===== config.mk =====
export PLATFORM = sky130hd
export DESIGN_NAME = jno_branch_unit
export DESIGN_NICKNAME = d
export VERILOG_FILES = /design/src/rtl/jno_branch_unit.sv
export SDC_FILE = /design/constraint.sdc
export NUM_CORES = 1
export LEC_CHECK = 0
export BUFFER_PORTS_ARGS = -buffer_cell sky130_fd_sc_hd__buf_2
export CELL_PAD_IN_SITES_DETAIL_PLACEMENT = 0
export CELL_PAD_IN_SITES_GLOBAL_PLACEMENT = 1
export CORE_ASPECT_RATIO = 2
export CORE_UTILIZATION = 40
export DETAILED_ROUTE_END_ITERATION = 6
export PLACE_DENSITY_LB_ADDON = 0.1
export SLEW_MARGIN = 40
export SYNTH_ARGS = -nofsm -noshare
export SYNTH_HDL_FRONTEND = slang
export SYNTH_SLANG_ARGS = --single-unit

===== constraint.sdc =====
create_clock -name clk -period 2.3 [get_ports clk]
set_clock_uncertainty 0.15 [all_clocks]
set_input_delay 0.345 -clock clk [delete_from_list [all_inputs] [get_ports clk]]
set_output_delay 0.345 -clock clk [all_outputs]
set_load 0.02 [all_outputs]

===== src/rtl/jno_branch_unit.sv =====
// jno_branch_unit: consumer of the JNO decoder's enable/enable_status/openpulse
// signals. Registers the decoder outputs, evaluates jump-if-no-overflow in a
// sampling window, updates the program counter and counts taken jumps.
module jno_branch_unit #(
    parameter int ADDR_W = 8,
    parameter int CNT_W  = 8,
    parameter int WINDOW = 16
) (
    input  logic              clk,
    input  logic              reset,
    input  logic              enable,
    input  logic              enable_status,
    input  logic              openpulse,
    input  logic              sta,
    input  logic [ADDR_W-1:0] target,
    input  logic              advance,
    output logic [ADDR_W-1:0] pc,
    output logic [CNT_W-1:0]  jump_count,
    output logic              busy,
    output logic              done,
    output logic              taken,
    output logic              conflict
);

    localparam logic [1:0] IDLE   = 2'd0;
    localparam logic [1:0] ARM    = 2'd1;
    localparam logic [1:0] COMMIT = 2'd2;
    localparam logic [1:0] DRAIN  = 2'd3;

    localparam int WIN_W = (WINDOW > 2) ? $clog2(WINDOW) : 1;
    localparam logic [WIN_W-1:0] WIN_LAST = WIN_W'(WINDOW - 1);

    logic [1:0]        state;
    logic [WIN_W-1:0]  win_cnt;
    logic [ADDR_W-1:0] target_l;
    logic              enable_q;
    logic              enable_q_prev;
    logic              enable_status_q;
    logic              openpulse_q;
    logic              sta_q;
    logic              enable_rise;
    logic              take_now;
    logic              conflict_now;

    // One register stage on every decoder-side input.
    always_ff @(posedge clk) begin
        if (!reset) begin
            enable_q        <= 1'b0;
            enable_q_prev   <= 1'b0;
            enable_status_q <= 1'b0;
            openpulse_q     <= 1'b0;
            sta_q           <= 1'b0;
        end else begin
            enable_q        <= enable;
            enable_q_prev   <= enable_q;
            enable_status_q <= enable_status;
            openpulse_q     <= openpulse;
            sta_q           <= sta;
        end
    end

    // Edge detect and the jump decision for an openpulse sampled this cycle.
    // The decision is resolved while still in ARM so that the registered
    // done/taken/conflict/pc all become visible together during COMMIT.
    always_comb begin
        enable_rise  = enable_q & ~enable_q_prev;
        take_now     = openpulse_q & enable_status_q & ~sta_q;
        conflict_now = openpulse_q & (sta_q | ~enable_status_q);
    end

    assign busy = (state != IDLE);

    // Evaluation FSM, program counter and taken-jump counter.
    always_ff @(posedge clk) begin
        if (!reset) begin
            state      <= IDLE;
            win_cnt    <= '0;
            target_l   <= '0;
            pc         <= '0;
            jump_count <= '0;
            done       <= 1'b0;
            taken      <= 1'b0;
            conflict   <= 1'b0;
        end else begin
            done     <= 1'b0;
            taken    <= 1'b0;
            conflict <= 1'b0;
            case (state)
                IDLE: begin
                    if (enable_rise) begin
                        state    <= ARM;
                        win_cnt  <= '0;
                        target_l <= target;
                    end else if (advance) begin
                        pc <= pc + ADDR_W'(1);
                    end
                end
                ARM: begin
                    if (openpulse_q || (win_cnt == WIN_LAST)) begin
                        state    <= COMMIT;
                        done     <= 1'b1;
                        taken    <= take_now;
                        conflict <= conflict_now;
                        if (take_now) begin
                            pc <= target_l;
                            if (jump_count != '1) begin
                                jump_count <= jump_count + CNT_W'(1);
                            end
                        end else begin
                            pc <= pc + ADDR_W'(1);
                        end
                    end else begin
                        win_cnt <= win_cnt + WIN_W'(1);
                    end
                end
                COMMIT: begin
                    state <= DRAIN;
                end
                default: begin
                    if (!enable_q) begin
                        state <= IDLE;
                    end
                end
            endcase
        end
    end

endmodule


==> impl_metrics.csv <==
group,metric,value,unit
run_status,status,"finished, final reports clean",
drt,drcViolationCount,0,
yosys,syn_inst,208,
worst_hold_path,hp-class,"input pin to flip-flop",
worst_setup_path,setup.worst_path.end_class,"flip-flop",
floorplan,die-area,4820,sq um
global_routing,grt_pass1_wl,7.33,mm
global_routing,grt_start_max_net_pins,15,
worst_setup_path,required,2.37,ns
global_routing,grt_use_total,0.195,
timing,min_period,2.11,ns
cells_and_area,finalNonFillerCells,301,
power_and_ir_drop,pwr-share-comb,0.273,
worst_setup_path,start_kind,"flip-flop",
worst_setup_path,arrival,2.17,ns
yosys,synth_edf_count,0,
timing,relSlewSlack,0.720,
global_routing,gr-total-overflow,0,
yosys,yosys_register_bits,38,
global_routing,antenna_found_initial,0,
placed_design,io_buffers,34,
timing,finalHoldViolations,0,
timing,grt_setup_unrepaired,"no",
drt,num_vias,1664,
clocking,postCtsHoldBufs,0,
cells_and_area,antenna_cells,0,
yosys,synth_ff_type,"dfxtp_1",
global_routing,grt_pass1_vias,1641,
drt,ant_nets,0,
drt,firstDrtPassIters,6,
power_and_ir_drop,ir_drop,0.516,mV
yosys,async_flop_share,0,
clocking,cts_buffers,5,
power_and_ir_drop,intPower,1.24,mW
cells_and_area,nets,268,
yosys,yosys_warnings,0,
yosys,syn_avg_cell_area,8.71,sq um
timing,drv_slew,0,
clocking,htreeDepth,2,
floorplan,start_util,0.418,
job,maxCapViolCount,0,
floorplan,rows,34,
power_and_ir_drop,p_leak,0.905,nW
yosys,syn-cell-area,1810,sq um
floorplan,die_w,49.6,um
floorplan,boundaryPins,35,
clocking,clk_path_buf_depth,2,
drt,wire_per_inst,14.7,um
cells_and_area,area_growth,19.3,%
clocking,cts_tree,"done",
placed_design,placedCellCount,292,
drt,drt-initial-drc-count,32,
placed_design,dpl.hpwl,3.40,mm
floorplan,core_area,4340,sq um
drt,drt-vias-per-instance,5.53,
cells_and_area,final_util,0.498,
timing,max_freq,0.475,GHz
floorplan,die_h,97.2,um
yosys,seq_area_frac_synth,0.420,
drt,finalWirelength,4.42,mm
power_and_ir_drop,clkPwrFrac,0.306,
power_and_ir_drop,p_sw,0.600,mW
timing,worst_pin_slew,0.420,ns
yosys,synth_nets,230,
clocking,clock_tree.root_cell,"clkbuf_8",
placed_design,gp_congestion,0.850,
power_and_ir_drop,pwr-share-seq,0.421,
cells_and_area,drive_above_1_share,0.206,
worst_setup_path,worstPathMaxFanout,7,
timing,finalCritPeriodShare,0.915,
timing,setup_viol,0,
worst_setup_path,worstSetupPathType,"flip-flop to flip-flop",
clocking,clk_latency,0.29,ns
power_and_ir_drop,power.density,851,nW/um^2
yosys,synth_cell_type_count,44,
clocking,cts_num_sinks,38,
clocking,path_clk_slew,0.08,ns
timing,fin_setup_tns,0,ns
power_and_ir_drop,swShare,0.326,
repair_timing:
action                     in CTS  in global routing
setup buffers                   0                  1
gates resized for setup         0                  1
setup endpoints to repair       0                  3
cells by family after synthesis:
kind of cell	Yosys count	synth area share
AOI/OAI and AO/OA	52	0.198
xor gates and xnor gates	4	0.0193
adders and majority gates	7	0.0483
buffers and inverters	16	0.0380
DFF	38	0.420
muxes	8	0.0442
and+or+nand+nor	83	0.232
layout make-up:
type | count | area [sq um]
Clock buffer | 7 | 76.3
Fill cell | 456 | 2180
Inverter | 7 | 26.3
Tap cell | 54 | 67.6
Clock inverter | 1 | 30.0
Multi-Input combinational cell | 154 | 985
Sequential cell | 38 | 761
Timing Repair Buffer | 40 | 215
stage by stage:
step,cell area (sq um),total power [mW],hold WS [ns],setup slack [ns]
after floorplan,1810,1.15,0.275,0.339
after global placement,2040,1.25,0.296,0.215
after detailed placement,2040,1.28,0.300,0.127
after CTS,2150,1.83,0.114,0.108
after global routing,2160,1.94,0.107,0.0615
final,2160,1.84,0.115,0.195
critical path, cell delays in order, from the launching register on:
cell     delay, ns
dfxtp_1       0.34
inv_1         0.09
ha_1          0.36
mux2i_1       0.22
a211o_1       0.34
or3_1         0.38
a31oi_1       0.15
cells in the mapped netlist (2+ instances only):
cell | instances | area [sq um]
a22o_1 | 2 | 17.5
or3_1 | 2 | 12.5
nand4_1 | 5 | 31.3
xor2_1 | 4 | 35.0
dfxtp_1 | 38 | 761
mux2i_1 | 8 | 80.1
a21oi_1 | 20 | 100
o21ai_0 | 9 | 45.0
and2_1 | 9 | 56.3
nand2b_1 | 2 | 12.5
clkbuf_1 | 6 | 22.5
inv_1 | 7 | 26.3
o21ai_1 | 2 | 10.0
nand3_1 | 7 | 35.0
o211ai_1 | 2 | 15.0
o31ai_1 | 4 | 30.0
nand2_1 | 24 | 90.1
ha_1 | 7 | 87.6
nor2_1 | 20 | 75.1
or4_1 | 3 | 22.5
and3_1 | 2 | 12.5
nor3b_1 | 2 | 15.0
a32o_1 | 2 | 20.0
cell usage in the layout, fill, tap and decap left out, drive strengths merged, types with 2 or more instances in the layout:
master and count:
clkbuf 7, mux2i 8, o21ai 11, or4 3, nand4 5, o31ai 4, nand3 7, dfxtp 38
nor3b 2, a31oi 2, nor2 20, a32o 2, nand2 24, a22o 2, inv 7, and3 2
a211oi 2, buf 40, o211ai 2, nand2b 2, xor2 4, ha 7, a21oi 20, and2 9
or3 2
power groups by stage:
| stage | registers, mW | clock network (mW) | logic (mW) |
|---|---|---|---|
| finish | 0.774 | 0.563 | 0.502 |
| global route | 0.786 | 0.598 | 0.552 |
| CTS | 0.775 | 0.571 | 0.486 |
| detailed placement | 0.791 | 0 | 0.486 |
| global placement | 0.786 | 0 | 0.464 |
| floorplan | 0.799 | 0 | 0.352 |
final timing paths:
path / from / endpoint / slack, ns / cells past startpoint
worst max-delay path: state[1] / pc[0] / 0.19 / 6
worst min register to register: target_l[6] / target_l[6] / 0.31 / 2
worst max register to register: state[1] / pc[0] / 0.19 / 6
worst min-delay path: sta / sta_q / 0.12 / 2
registers in the layout, summed over array words and instances (netlist names):
| signal | count |
|---|---|
| enable_status_q | 1 |
| enable_q | 1 |
| openpulse_q | 1 |
| target_l | 8 |
| pc | 8 |
| state | 2 |
| win_cnt | 4 |
| conflict | 1 |
| sta_q | 1 |
| enable_q_prev | 1 |
| done | 1 |
| taken | 1 |
| jump_count | 8 |
metal layers:
metal | track usage | vias to the layer above | part of all wire | routed length [um]
li1 | - | 818 | - | -
met1 | 0.195 | 789 | 0.38 | 1660
met2 | 0.366 | 46 | 0.56 | 2490
met3 | 0.0407 | 11 | 0.035 | 153
met4 | 0.0835 | 0 | 0.025 | 110
met5 | 0 | - | 0 | 0
Power figures use the tool's default switching activity.
